## config.mk

```make
export PLATFORM = sky130hd
export DESIGN_NAME = fib_sched
export DESIGN_NICKNAME = d
export VERILOG_FILES = /design/src/rtl/fib_pkg.sv /design/src/rtl/fib_sched_rr_picker.sv /design/src/rtl/fib_sched.sv
export SDC_FILE = /design/constraint.sdc
export NUM_CORES = 1
export LEC_CHECK = 0
export BUFFER_PORTS_ARGS = -buffer_cell sky130_fd_sc_hd__buf_4
export CORE_MARGIN = 3
export CORE_UTILIZATION = 43
export DETAILED_ROUTE_END_ITERATION = 6
export PLACE_DENSITY = 0.8
export SLEW_MARGIN = 30
export SYNTH_ARGS = -nofsm -noshare
export SYNTH_HDL_FRONTEND = slang
export SYNTH_SLANG_ARGS = --single-unit
```

## constraint.sdc

```tcl
create_clock -name clk -period 4.2 [get_ports clk]
set_input_delay 0.63 -clock clk [delete_from_list [all_inputs] [get_ports clk]]
set_output_delay 0.63 -clock clk [all_outputs]
set_load 0.05 [all_outputs]
```

## src/rtl/fib_pkg.sv

```systemverilog
// Shared constants and FSM encoding for the Fibonacci job scheduler.
package fib_pkg;

  localparam int FIB_IW      = 5;
  localparam int FIB_DW      = 20;
  localparam int FIB_MAX_IDX = 30;

  typedef enum logic [1:0] {
    IDLE = 2'b00,
    WAIT = 2'b01,
    RESP = 2'b10
  } state_e;

endpackage

```

## src/rtl/fib_sched_rr_picker.sv

```systemverilog
// Round-robin picker: the search starts one past the last winner and wraps.
module rr_picker
  import fib_pkg::*;
#(
  parameter int NREQ = 4,
  localparam int LW  = $clog2(NREQ)
) (
  input  logic [NREQ-1:0] req,
  input  logic [LW-1:0]   last,
  output logic [NREQ-1:0] grant,
  output logic [LW-1:0]   grant_id,
  output logic            any
);

  int          k_int;
  logic [LW-1:0] k;

  // Scan NREQ positions beginning at last+1; the first active request wins.
  always_comb begin
    grant    = '0;
    grant_id = '0;
    any      = 1'b0;
    k_int    = 0;
    k        = '0;
    for (int i = 1; i <= NREQ; i++) begin
      k_int = (int'(last) + i) % NREQ;
      k     = LW'(k_int);
      if (!any && req[k]) begin
        any      = 1'b1;
        grant[k] = 1'b1;
        grant_id = k;
      end
    end
  end

endmodule

```

## src/rtl/fib_sched.sv

```systemverilog
// Shares one Fibonacci engine among NREQ requesters: round-robin grant,
// one outstanding job, result returned on a backpressured response channel.
module fib_sched
  import fib_pkg::*;
#(
  parameter int NREQ    = 4,
  parameter int IW      = FIB_IW,
  parameter int DW      = FIB_DW,
  parameter int MAX_IDX = FIB_MAX_IDX,
  localparam int LW     = $clog2(NREQ)
) (
  input  logic             clk,
  input  logic             rst_n,
  input  logic [NREQ-1:0]  req_valid,
  input  logic [NREQ*IW-1:0] req_idx,
  output logic [NREQ-1:0]  req_ready,
  output logic             resp_valid,
  input  logic             resp_ready,
  output logic [LW-1:0]    resp_id,
  output logic [DW-1:0]    resp_data,
  output logic             resp_err,
  output logic             busy,
  output logic             eng_start,
  output logic [IW-1:0]    eng_i,
  input  logic             eng_ready,
  input  logic             eng_done_tick,
  input  logic [DW-1:0]    eng_f
);

  localparam logic [IW-1:0] MAX_IDX_W = IW'(MAX_IDX);

  state_e        state_q, state_d;
  logic [LW-1:0] last_grant_q, last_grant_d;
  logic          resp_valid_q, resp_valid_d;
  logic [LW-1:0] resp_id_q, resp_id_d;
  logic [DW-1:0] resp_data_q, resp_data_d;
  logic          resp_err_q, resp_err_d;

  logic [NREQ-1:0] pick_grant;
  logic [LW-1:0]   pick_id;
  logic            pick_any;
  logic [IW-1:0]   sel_idx;

  rr_picker #(.NREQ(NREQ)) u_picker (
    .req      (req_valid),
    .last     (last_grant_q),
    .grant    (pick_grant),
    .grant_id (pick_id),
    .any      (pick_any)
  );

  assign sel_idx    = req_idx[int'(pick_id)*IW +: IW];
  assign resp_valid = resp_valid_q;
  assign resp_id    = resp_id_q;
  assign resp_data  = resp_data_q;
  assign resp_err   = resp_err_q;
  assign busy       = (state_q != IDLE);

  // Next-state, grant and engine-start decode; grants are suppressed during reset.
  always_comb begin
    state_d      = state_q;
    last_grant_d = last_grant_q;
    resp_valid_d = resp_valid_q;
    resp_id_d    = resp_id_q;
    resp_data_d  = resp_data_q;
    resp_err_d   = resp_err_q;
    req_ready    = '0;
    eng_start    = 1'b0;
    eng_i        = '0;
    case (state_q)
      IDLE: begin
        if (rst_n && pick_any && eng_ready) begin
          req_ready    = pick_grant;
          last_grant_d = pick_id;
          resp_id_d    = pick_id;
          if (sel_idx > MAX_IDX_W) begin
            // Result would overflow DW bits: answer with an error, engine untouched.
            resp_data_d  = '0;
            resp_err_d   = 1'b1;
            resp_valid_d = 1'b1;
            state_d      = RESP;
          end else begin
            eng_start = 1'b1;
            eng_i     = sel_idx;
            state_d   = WAIT;
          end
        end
      end
      WAIT: begin
        if (eng_done_tick) begin
          resp_data_d  = eng_f;
          resp_err_d   = 1'b0;
          resp_valid_d = 1'b1;
          state_d      = RESP;
        end
      end
      RESP: begin
        if (resp_ready) begin
          resp_valid_d = 1'b0;
          state_d      = IDLE;
        end
      end
      default: state_d = IDLE;
    endcase
  end

  // State and response registers; reset discards any in-flight job.
  always_ff @(posedge clk) begin
    if (!rst_n) begin
      state_q      <= IDLE;
      last_grant_q <= LW'(NREQ-1);
      resp_valid_q <= 1'b0;
      resp_id_q    <= '0;
      resp_data_q  <= '0;
      resp_err_q   <= 1'b0;
    end else begin
      state_q      <= state_d;
      last_grant_q <= last_grant_d;
      resp_valid_q <= resp_valid_d;
      resp_id_q    <= resp_id_d;
      resp_data_q  <= resp_data_d;
      resp_err_q   <= resp_err_d;
    end
  end

endmodule

```

==> impl_metrics.py <==
metrics = {
    "critical_path": {
        "path_cells": "buf_6, mux4_2, nor2b_4, a211o_1, a22o_1, or4b_4, a21oi_4, buf_4, nor3_2, buf_4",
        "required_ps": 3570,
        "crit_top_cell": "buf_4",
        "reg2reg_depth": 10,
        "crit_buf_inv": 3,
        "path_class": "flip-flop to primary output",
        "critPathCaptureType": "primary output",
        "slowest_stage": "mux4_2",
        "crit_family": "compound AO/OA/AOI/OAI gates",
        "critPathMaxFanout": 21,
        "cp.depth": 10,
        "cp-start-kind": "flip-flop",
        "critPathArrivalTime_ps": 3380,
        "slowest_delay_ps": 580,
    },
    "synthesis": {
        "synthFlopType": "dfxtp_1",
        "synth-seq-cells": 28,
        "netlist_instances": 214,
        "yosysUniqueCellTypes": 42,
        "synth_edf_count": 0,
        "yosysWarnings": 0,
        "synth_area_per_cell_sq_um": 9.23,
        "synth_nets": 274,
        "async_flop_share_pct": 0,
        "synth_area_sq_um": 1970,
        "yosysSeqAreaShare_pct": 28.4,
    },
    "floorplanning": {
        "coreArea_sq_um": 4380,
        "initial_core_util_pct": 45.0,
        "dieHeight_um": 73.8,
        "die_width_um": 73.8,
        "die_area_sq_um": 5440,
        "rows": 24,
        "ios": 84,
    },
    "clock_network": {
        "clk_latency_ps": 270,
        "holdBufCountCts": 0,
        "clk_path_buf_depth": 2,
        "h-tree-depth": 1,
        "cts_sinks": 28,
        "tritoncts": "done",
        "clock-root-buffer": "clkbuf_8",
        "clkTransAtPathRegs_ps": 90,
        "cts_inserted_buffers": 3,
    },
    "placement": {
        "detailed_place.area_sq_um": 2780,
        "gp_congestion": 0.871,
        "pre_cts_ws_ps": 222,
        "dp.final_hpwl_mm": 4.18,
        "io_buffers": 83,
    },
    "power_and_ir_drop": {
        "swShare_pct": 44.9,
        "p_sw_mw": 0.633,
        "power_density_nw_per_um2": 490,
        "pwr-share-comb_pct": 63.4,
        "clkPwrFrac_pct": 14.7,
        "max-vdd-ir-drop_uv": 409,
        "power.share.sequential_pct": 21.8,
        "internal-power_mw": 0.778,
        "leakage_nw": 1.28,
        "power_mw": 1.41,
    },
    "layout": {
        "area_growth_pct": 45.9,
        "fillCellCount": 362,
        "diodes": 0,
        "final_area_sq_um": 2880,
        "nets": 362,
        "drive_gt1_share_pct": 43.2,
        "layout_common_cells": "buf_4, dfxtp_1, nor2_1, a32o_1",
        "final_common_cell": "buf_4",
    },
    "drt": {
        "drt_wl_total_mm": 5.34,
        "ant_nets": 0,
        "vias": 2020,
        "viasPerCell": 5.72,
        "drc": 0,
        "wl_per_cell_um": 15.1,
        "drtIter0Drc": 169,
        "first_pass_iters": 4,
    },
    "timing": {
        "setup-tns-final_ps": 0,
        "maxSlewHeadroom_pct": 52.5,
        "setup_viol_count_final": 0,
        "worst_slew_pin_slew_ps": 712,
        "drv_slew": 0,
        "clock-skew-final_ps": 2.92,
        "worst_slack_ps": 190,
        "rsz0062_at_grt": "no",
        "hold_viol": 0,
        "max_freq_mhz": 249,
        "fin_crit_ps": 4010,
        "period_share_pct": 95.5,
    },
    "global_route": {
        "grt_max_degree": 22,
        "grt_antenna_before_repair": 0,
        "grt_overflow": 0,
        "grt_pass1_wl_mm": 8.41,
        "grt_pass1_vias": 1800,
        "grt_usage_pct": 18.9,
    },
    "run_status": {
        "status": "complete, no violations",
    },
    "hold_path": {
        "min_path_cells": 2,
        "worstHoldPathType": "flip-flop to flip-flop",
    },
    "run": {
        "drv_cap": 0,
    },
}
## per-stage QoR
stage | utilization (%) | hold WS, ps | std cells
after floorplan | - | 527 | 214
after global placement | 63.3 | 448 | 348
after detailed placement | 63.3 | 454 | 348
after CTS | 64.9 | 470 | 352
after global routing | 65.7 | 485 | 353
final | 65.7 | 467 | 353
## cells in the mapped netlist (2+ instances only)
master | number | share of area, %
a2111oi_0 | 3 | 1.3
a211o_1 | 2 | 0.89
a21oi_1 | 5 | 1.3
a221oi_1 | 4 | 1.8
a22oi_1 | 4 | 1.5
a32o_1 | 22 | 11
and3_1 | 2 | 0.63
buf_2 | 2 | 0.51
buf_6 | 4 | 2.3
clkbuf_1 | 8 | 1.5
dfxtp_1 | 28 | 28
ha_1 | 11 | 7.0
inv_1 | 8 | 1.5
mux2_2 | 8 | 4.6
mux2i_1 | 15 | 7.6
mux4_2 | 3 | 3.4
nand2_1 | 13 | 2.5
nand2b_1 | 3 | 0.95
nand3_1 | 8 | 2.0
nor2_1 | 24 | 4.6
nor2b_1 | 3 | 0.95
nor3_1 | 6 | 1.5
o21a_1 | 2 | 0.76
o21ai_0 | 7 | 1.8
or3_1 | 2 | 0.63
## kinds of logic (layout without fill, tap and decap cells)
| logic type | count (synthesis) | in the layout | synth area share, % |
|---|---|---|---|
| AND/OR/NAND/NOR | 68 | 68 | 17.2 |
| AO/OA/AOI/OAI | 57 | 57 | 24.3 |
| flip-flops | 28 | 28 | 28.4 |
| multiplexers | 27 | 27 | 16.9 |
| buffers and inverters | 23 | 110 | 6.21 |
| adder cells (fa/ha/maj) | 11 | 11 | 6.97 |
## power groups by stage
stage          clock, mW  combinational, mW  sequential, mW
3_3_place_gp           0              0.867           0.312
6_report           0.208              0.895           0.308
3_5_place_dp           0              0.874           0.313
5_1_grt            0.227              0.968           0.311
4_1_cts            0.216              0.877           0.307
2_1_floorplan          0              0.598           0.373
## layout make-up
type / instances / area (sq um) / area share, %
Clock buffer: 3 / 41.3 / 1.43
Timing Repair Buffer: 98 / 756 / 26.2
Sequential cell: 28 / 561 / 19.5
Multi-Input combinational cell: 163 / 1400 / 48.5
Clock inverter: 1 / 30.0 / 1.04
Inverter: 8 / 30.0 / 1.04
Tap cell: 52 / 65.1 / 2.26
## worst min-delay path: stages (launching register included)
cell and delay (ps):
dfxtp_1 320, nand2_1 50, mux2i_1 50
## timing repair
action,4_1_cts,5_1_grt
endpoints found under the setup margin,0,6
gates resized for setup,0,6
hold endpoints to repair,0,0
setup buffers,0,1
## worst paths after layout
path / start / endpoint / slack [ps]
worst max register to register: last_grant_q[0] / resp_data[16] / 780
worst min register to register: resp_valid / resp_valid / 470
worst max-delay path: last_grant_q[0] / eng_i[1] / 190
worst min-delay path: resp_valid / resp_valid / 470
## per-layer routing
metal	track usage, %	wire length (um)	up-vias
met3	2.46	390	0
met5	0	0	-
met1	27.0	2340	956
li1	-	-	994
met2	31.3	2620	70
met4	2.01	0	0
## flip-flops by register name, indices dropped and copies added (netlist names)
name,count
last_grant_q,2
resp_data,20
resp_err,1
resp_id,2
resp_valid,1
state_q,2
No activity file was read; power rests on OpenSTA's default activity.
